$ cat src/rtl/instr_encoder.sv
// Packs a decoded instruction into one or two 32-bit words behind a valid/ready handshake.
// Optional short-immediate RRI form is compiled in when INSTR_ENC_SHORT_IMM_EN is defined.
module instr_encoder #(
    parameter int unsigned SHIFT_TYPE_W = 2
) (
    input  logic                    clk,
    input  logic                    rst_n,
    input  logic                    in_valid,
    output logic                    in_ready,
    input  logic [2:0]              in_kind,
    input  logic [2:0]              in_cond,
    input  logic [4:0]              in_op,
    input  logic [4:0]              in_rd,
    input  logic [4:0]              in_rs,
    input  logic [4:0]              in_rq,
    input  logic [31:0]             in_imm,
    input  logic [SHIFT_TYPE_W-1:0] in_shift_type,
    input  logic [4:0]              in_shift_amt,
    output logic                    out_valid,
    input  logic                    out_ready,
    output logic [31:0]             out_word,
    output logic                    out_last,
    output logic                    enc_err
);

    localparam int unsigned WORD_W = 32;
    localparam int unsigned ST_W   = 2;

    localparam logic [2:0] K_RRR    = 3'd0;
    localparam logic [2:0] K_MEMORY = 3'd1;
    localparam logic [2:0] K_RRI    = 3'd3;
    localparam logic [2:0] K_CUSTOM = 3'd4;
    localparam logic [4:0] OP_BAD   = 5'd31;

    localparam logic [1:0] S_IDLE = 2'd0;
    localparam logic [1:0] S_W0   = 2'd1;
    localparam logic [1:0] S_W1   = 2'd2;

    logic [1:0]        state_q, state_d;
    logic [WORD_W-1:0] word1_q, word1_d;
    logic              ext_q, ext_d;
    logic              out_valid_d, out_last_d, enc_err_d;
    logic [WORD_W-1:0] out_word_d;

    logic              reject_c, short_c, ext_c;
    logic [4:0]        rq_field_c;
    logic [ST_W-1:0]   st_field_c;
    logic [WORD_W-1:0] word0_c, word1_c;

    // Field packing of the incoming instruction, used only on acceptance
    always_comb begin
        reject_c = (in_kind > K_CUSTOM) || (in_op == OP_BAD);
`ifdef INSTR_ENC_SHORT_IMM_EN
        // Sign-fits in 5 bits: bits [31:4] are all copies of the sign
        short_c = (in_kind == K_RRI) && ((&in_imm[31:4]) || !(|in_imm[31:4]));
`else
        short_c = 1'b0;
`endif
        ext_c = ((in_kind == K_RRI) && !short_c)
             || ((in_kind == K_MEMORY) && (in_op >= 5'd6) && (in_op <= 5'd11))
             || ((in_kind == K_RRR) && (in_shift_amt != 5'd0));
        if (short_c) begin
            rq_field_c = in_imm[4:0];
        end else if (in_kind == K_RRI) begin
            rq_field_c = 5'd0;
        end else begin
            rq_field_c = in_rq;
        end
        st_field_c = ST_W'(in_shift_type);
        word0_c = {in_kind, in_cond, in_op, in_rd, in_rs, rq_field_c,
                   st_field_c, ext_c, short_c, 2'b00};
        word1_c = (in_kind == K_RRR) ? WORD_W'(in_shift_amt) : in_imm;
    end

    assign in_ready = (state_q == S_IDLE);

    // Next-state and next-output logic; outputs are registered below
    always_comb begin
        state_d     = state_q;
        word1_d     = word1_q;
        ext_d       = ext_q;
        out_valid_d = 1'b0;
        out_last_d  = 1'b0;
        out_word_d  = '0;
        enc_err_d   = 1'b0;
        case (state_q)
            S_IDLE: begin
                if (in_valid) begin
                    if (reject_c) begin
                        enc_err_d = 1'b1;
                    end else begin
                        state_d     = S_W0;
                        word1_d     = word1_c;
                        ext_d       = ext_c;
                        out_valid_d = 1'b1;
                        out_word_d  = word0_c;
                        out_last_d  = !ext_c;
                    end
                end
            end
            S_W0: begin
                out_valid_d = 1'b1;
                out_word_d  = out_word;
                out_last_d  = out_last;
                if (out_ready) begin
                    if (ext_q) begin
                        state_d    = S_W1;
                        out_word_d = word1_q;
                        out_last_d = 1'b1;
                    end else begin
                        state_d     = S_IDLE;
                        out_valid_d = 1'b0;
                        out_word_d  = '0;
                        out_last_d  = 1'b0;
                    end
                end
            end
            S_W1: begin
                out_valid_d = 1'b1;
                out_word_d  = out_word;
                out_last_d  = 1'b1;
                if (out_ready) begin
                    state_d     = S_IDLE;
                    out_valid_d = 1'b0;
                    out_word_d  = '0;
                    out_last_d  = 1'b0;
                end
            end
            default: begin
                state_d = S_IDLE;
            end
        endcase
    end

    // State and output registers
    always_ff @(posedge clk or negedge rst_n) begin
        if (!rst_n) begin
            state_q   <= S_IDLE;
            word1_q   <= '0;
            ext_q     <= 1'b0;
            out_valid <= 1'b0;
            out_last  <= 1'b0;
            out_word  <= '0;
            enc_err   <= 1'b0;
        end else begin
            state_q   <= state_d;
            word1_q   <= word1_d;
            ext_q     <= ext_d;
            out_valid <= out_valid_d;
            out_last  <= out_last_d;
            out_word  <= out_word_d;
            enc_err   <= enc_err_d;
        end
    end

endmodule

$ cat config.mk
export PLATFORM = sky130hd
export DESIGN_NAME = instr_encoder
export DESIGN_NICKNAME = d
export VERILOG_FILES = /design/src/rtl/instr_encoder.sv
export SDC_FILE = /design/constraint.sdc
export NUM_CORES = 1
export LEC_CHECK = 0
export CAP_MARGIN = 5
export CORE_MARGIN = 2
export CORE_UTILIZATION = 41
export CTS_CLUSTER_SIZE = 25
export DETAILED_ROUTE_END_ITERATION = 16
export MAX_ROUTING_LAYER = met4
export PLACE_DENSITY_LB_ADDON = 0.3
export RECOVER_POWER = 50
export SETUP_SLACK_MARGIN = 0.05
export SYNTH_ARGS = -nofsm -noshare
export SYNTH_HDL_FRONTEND = slang
export SYNTH_SLANG_ARGS = --single-unit
$ cat constraint.sdc
create_clock -name clk -period 1.7 [get_ports clk]
set_input_delay 0.255 -clock clk [delete_from_list [all_inputs] [get_ports clk]]
set_output_delay 0.255 -clock clk [all_outputs]
set_load 0.01 [all_outputs]
==> metrics.md, run 1 <==
| Metric | Value |
|---|---|
| FF+latch count, synth | `70` |
| Largest net degree at the start of global routing | `39` |
| All-Layer GR Usage | `21.1%` |
| Final worst path period share | `96.2%` |
| First-pass GRT wire length | `13,400 µm` |
| Synth top area cells | `dfrtp_1 (58%), a221oi_1 (8.3%), nand2_1 (8.0%), nor2_1 (7.4%), nand3_1 (4.9%)` |
| Number of antenna violations at the first check in global routing | `0` |
| Die Ht | `90.2 µm` |
| Hold-critical path endpoint | `out_word[23]` |
| Initial core utilization | `42.2%` |
| Global route total overflow | `0` |
| Buffers on Ports | `104` |
| DR pass1 iterations | `4` |
| Predominant post-synthesis flop cell | `dfrtp_1` |
| Worst Path Max Fanout | `10` |
| Via/cell ratio | `5.15` |
| N_diodes | `0` |
| Setup crit start kind | `flop` |
| Fmax | `611 MHz` |
| Synth top area share | `57.5%` |
| VDD IR max | `0.518 mV` |
| Sequential fraction of the synthesis area | `57.5%` |
| H-tree levels | `3` |
| Inserted Clock Buffers | `9` |
| Dpl hpwl | `5980 µm` |
| Hold Crit Depth | `3` |
| Register-to-register setup slack | `60 ps` |
| Unrepaired setup endpoints after global routing | `true` |
| Hold Path Origin | `in_op[2]` |
| Final setup margin | `63.8 ps` |
| CP Data Required Time | `1960 ps` |
| Final #Nets | `516` |
| Status | `finished clean` |
| CTS Buffer Depth | `2` |
| Mapped Nets | `386` |
| Vias | `2,835` |
| Post-synth top area cell | `dfrtp_1` |
| Post-Route WL | `8390 µm` |
| Synth Warn # | `0` |
| Clock latency at the later pin of the worst-skew pair | `330 ps` |
| Cell leakage power | `2.22 nW` |
| Num rows | `31` |
| Vias in the first global route | `2,794` |
| # setup viols final | `0` |
| CTS sink cnt | `70` |
| CTS tree | `done` |
| Gpl congestion | `0.761` |
| Die area | `0.00813 mm²` |
| Initial DRC Count | `141` |
| Critical path class | `flop to flop` |
| Min Hold Slack | `276 ps` |
| Place WS | `-365 ps` |
| Min Tclk post-route | `1640 ps` |
| CTS root buf | `clkbuf_8` |
| Avg Inst Size Synth | `9.60 µm²` |
| Slew Limit Fails | `0` |
| CP arrival | `1900 ps` |
| WL/cell | `15.2 µm` |
| Async S/R FF share, synth | `100%` |
| Setup Skew | `5.92 ps` |
| Slew headroom | `46.6%` |
| Sum Neg Setup Slack | `0 ps` |
| Die W | `90.2 µm` |
| Cell variety after synth | `31` |
| Mapped cell area | `0.00304 mm²` |
| Max_cap viols | `0` |
| Crit end category | `flop` |
| HP Class | `input port to flop` |
| DRC | `0` |
| Reg-to-Reg End | `out_word[27]` |
| Worst-margin pin slew | `801 ps` |
| Ports | `105` |
| Syn Inst Count | `317` |
| Area Overhead vs Synth | `55.2%` |
| Clk slew on worst S/H paths | `80 ps` |
| Routed Antenna Nets | `0` |
| R2R depth | `6` |
| Area of the core | `0.00721 mm²` |
| Number of flops mapped to enable cells by yosys | `0` |
| PwrDens | `1170 mW/mm²` |
| Layout cells sized above 1 | `15.7%` |
| RR Startpoint | `state_q[0]` |
| Final hold violation count | `0` |
[cells in the final DEF, fill, tap and decap left out, types with 3 or more instances in the layout]
master,netlist,final
clkdlybuf4s50_1,0,99
nand3_1,30,30
o21ai_1,0,3
buf_6,3,5
mux2i_1,6,6
o21ai_0,9,6
clkbuf_8,0,9
buf_4,2,27
a221oi_2,0,5
a221oi_1,29,24
dfrtp_1,70,70
nand2_1,65,65
nor2_1,60,59
buf_12,0,3
[worst max-delay path by stage]
stage	start	to	slack [ps]	depth (start not counted)
finish	state_q[0]	out_word[27]	60	6
global route	state_q[0]	out_word[22]	-4	5
CTS	state_q[0]	word1_q[2]	-30	4
detailed placement	in_op[1]	out_word[30]	-360	7
global placement	in_valid	out_word[9]	-380	7
floorplan	state_q[1]	word1_q[22]	70	6
[final cells by class]
cell class,instances,area [µm²]
tap,99,124
clock inverter,6,63.8
sequential,70,1750
multi-input combinational,222,1260
inverter,2,7.51
clock buffer,9,124
fill,595,2490
timing repair buffer,142,1400
[flip-flops by register name, indices dropped and copies added (netlist names)]
name       count
out_last       1
state_q        2
out_valid      1
out_word      32
ext_q          1
word1_q       32
enc_err        1
[routing by layer]
metal / wire length [µm] / global-route usage [%]
met1: 3600 / 26.3
met2: 4350 / 35.2
met3: 338 / 3.02
met4: 106 / 7.69
met5: 0 / -
[metrics by stage]
step                      area (µm²)  utilization, %  total power, mW  instances
after floorplan                 3040               -             3.21        317
after global placement          4390            60.9             4.13        529
after detailed placement        4390            60.9             4.20        529
after CTS                       4590            63.7             5.47        545
after global routing            4730            65.5             5.87        550
final                           4730            65.5             5.53        550
[power by group]
group          switching (mW)  internal [mW]  leakage [nW]
registers               0.269           2.15         0.898
clock network           0.618          0.666        0.0911
logic                   0.862          0.973          1.23
total                    1.75           3.78          2.22
[repair_timing]
item / CTS / global route
pin swaps: 1 / 8
hold buffers: 1 / 0
resized for setup: 2 / 27
setup buffers: 0 / 5
endpoints found under the setup margin: 33 / 59
endpoints found under the hold margin: 32 / 0
[cell usage after synthesis, types with 2 or more instances]
master,count
a21oi_1,2
buf_6,3
dfrtp_1,70
or3_1,2
nand2_1,65
a221oi_1,29
o21ai_0,9
nor2_1,60
inv_1,2
a21o_1,2
nand2b_1,2
buf_2,2
buf_4,2
nand3_1,30
mux2i_1,6
clkbuf_1,16
[logic make-up (layout without fill, tap and decap cells)]
kind of cell / count (synthesis) / count (layout) / synth area share, %
AO/OA/AOI/OAI: 49 / 49 / 12.9
AND/OR/NAND/NOR: 166 / 166 / 23.1
multiplexers: 6 / 6 / 1.97
flip-flops: 70 / 70 / 57.5
adder cells (fa/ha/maj): 1 / 1 / 0.329
buffers and inverters: 25 / 159 / 4.15
[worst max-delay path: stages (launching register included)]
cell and delay (ps):
dfrtp_1 400, or3b_4 440, a211oi_4 220, buf_6 160, buf_8 140, a221oi_1 90, nor2_1 120
No activity file was read; power rests on OpenSTA's default activity.
==> run 2, diff against run 1 <==
CORE_MARGIN = not set   (was 2)
==> run 2 against run 1 <==
Effect of this change: utilization increased by 0.64 points; count of clock-buffer cells in the layout increased by 2; sequential share of layout area decreased by 0.36 points; cell area increased by 0.98%; total power increased by 4.5%; register-to-register slack got worse by 20 ps; hold slack improved by 23 ps; fmax decreased by 1.4%; critical path depth unchanged; critical path type unchanged; highest routed layer unchanged.
==> metrics.md, run 2 (synthesized netlist as in run 1, its figures left out) <==
| Metric | Value |
|---|---|
| CTS sink cnt | `70 (unchanged)` |
| Status | `finished clean` |
| PwrDens | `1210 mW/mm² (+3.5%)` |
| CP Launch Point | `state_q[0]` |
| Unrepaired setup endpoints after global routing | `true` |
| N_diodes | `0 (unchanged)` |
| Power Total | `5.78 mW (+4.5%)` |
| First-pass GRT wire length | `13,300 µm (-0.82%)` |
| Worst Path Max Fanout | `10 (unchanged)` |
| R2R depth | `6 (unchanged)` |
| H-tree levels | `3 (unchanged)` |
| Num rows | `31 (unchanged)` |
| Die W | `88.2 µm (-2.2%)` |
| Area Overhead vs Synth | `56.8%` |
| Final hold violation count | `0 (unchanged)` |
| Routed length on met2 | `4440 µm (+2.2%)` |
| Fmax | `602 MHz (-1.4%)` |
| Hold Crit Depth | `3 (unchanged)` |
| Initial DRC Count | `114 (-19%)` |
| Top Metal Used | `met4` |
| Worst-margin pin slew | `962 ps (+161 ps)` |
| Metal-1 WL | `3590 µm (about the same)` |
| Critical path class | `flop to flop` |
| CP Data Required Time | `1960 ps (about the same)` |
| CP arrival | `1920 ps (+20 ps)` |
| Die area | `0.00777 mm² (-4.4%)` |
| Met3 WL post-DR | `456 µm (+35%)` |
| Crit end category | `flop` |
| WL/cell | `15.7 µm (+3.2%)` |
| Inserted Clock Buffers | `9 (unchanged)` |
| Largest net degree at the start of global routing | `42 (+7.7%)` |
| Vias in the first global route | `2,754 (-1.4%)` |
| Ports | `105 (unchanged)` |
| HP Class | `input port to flop` |
| RR Startpoint | `state_q[0]` |
| Slew Limit Fails | `0 (unchanged)` |
| Post-Route WL | `8620 µm (+2.8%)` |
| Commonest non-fill, non-tap cells in the layout | `clkdlybuf4s50_1 (97), dfrtp_1 (70), nand2_1 (65), nor2_1 (59), nand3_1 (30)` |
| Final worst path period share | `97.6% (+1.4 points)` |
| Layout cells sized above 1 | `14.3% (-1.5 points)` |
| All-Layer GR Usage | `23.6% (+2.5 points)` |
| CTS Buffer Depth | `2 (unchanged)` |
| Fin util | `66.1% (+0.64 points)` |
| Sum Neg Setup Slack | `0 ps (unchanged)` |
| Largest regs | `out_word x32, word1_q x32, state_q x2` |
| CTS tree | `done` |
| # setup viols final | `0 (unchanged)` |
| Cell leakage power | `2.26 nW (+1.8%)` |
| Min Tclk post-route | `1660 ps (+23.8 ps)` |
| DRC | `0 (unchanged)` |
| Most common cell after layout, fill and taps aside | `clkdlybuf4s50_1` |
| Setup crit start kind | `flop` |
| Final #Nets | `513 (-0.58%)` |
| Clock latency at the later pin of the worst-skew pair | `340 ps (about the same)` |
| Global route total overflow | `0 (unchanged)` |
| # placed instances | `525 (-0.76%)` |
| Clk slew on worst S/H paths | `80 ps (about the same)` |
| VDD IR max | `0.516 mV (-0.29%)` |
| Vias | `2,819 (-0.56%)` |
| Max_cap viols | `0 (unchanged)` |
| Buffers on Ports | `104 (unchanged)` |
| Die Ht | `88.2 µm (-2.2%)` |
| Slew headroom | `35.8% (-11 points)` |
| Area of the core | `0.00721 mm² (unchanged)` |
| Gpl congestion | `0.767 (+0.77%)` |
| DR pass1 iterations | `4 (unchanged)` |
| Hold Path Origin | `in_op[3]` |
| Number of antenna violations at the first check in global routing | `0 (unchanged)` |
| Setup Skew | `11.4 ps (+5.47 ps)` |
| Dpl hpwl | `5850 µm (-2.2%)` |
| Via/cell ratio | `5.14 (-0.20%)` |
| Initial core utilization | `42.2% (unchanged)` |
| Routed Antenna Nets | `0 (unchanged)` |
| Non-Filler Instances | `548 (-0.36%)` |
| CTS root buf | `clkbuf_8` |
run 2: changes by cell type in the layout (fill, tap and decap cells not counted), moves of 3 or more:
cell,change
buf_4,-6
clkbuf_16,+3
o21ai_0,+3
o21ai_1,-3
run 2: worst max-delay path, stage by stage, from the launching register on:
cell and delay [ps]:
dfrtp_1 410, or3b_4 420, a211oi_4 210, buf_6 180, clkbuf_16 170, a221oi_1 90
nor2_1 100
run 2: worst paths after layout:
path,end,slack [ps]
worst max register to register,out_word[31],40
worst min-delay path,out_word[24],300
max in group asynchronous,word1_q[1],270
worst max-delay path,out_word[31],40
min in group asynchronous,out_word[9],580
worst min register to register,word1_q[25],470
run 2: metrics by stage:
stage	hold slack (ps)	worst slack (ps)	area, µm²
global placement	138	-260	4370
finish	299	40.0	4770
CTS	309	56.6	4620
global route	361	2.40	4770
floorplan	-40.6	65.3	3040
detailed placement	139	-289	4370
run 2: per-layer routing:
metal  global-route usage [%]  up-vias
met5                        -        -
met4                     7.77        0
met3                     3.96       14
met2                     38.4      102
met1                     29.8     1348
li1                         -     1355
run 2: cell type report:
type	count	area (µm²)
fillers	595	2440
flip-flops and latches	70	1750
repair buffers	139	1430
multi-input cells	222	1230
clock buffers	11	151
well taps	99	124
clock inverters	5	81.3
inverters	2	7.51
run 2: what timing repair did:
| action | in CTS | in global routing |
|---|---|---|
| hold endpoints to repair | 15 | 0 |
| gates resized for setup | 2 | 17 |
| endpoints found under the setup margin | 7 | 47 |
| cloned | 0 | 3 |
| setup buffers | 0 | 3 |
| pin swaps | 1 | 4 |
| hold buffers | 1 | 0 |
run 2: power by group:
part / switching (mW) / total, mW / internal (mW)
clock: 0.622 / 1.53 / 0.906
sequential: 0.284 / 2.43 / 2.15
combinational: 0.857 / 1.82 / 0.968
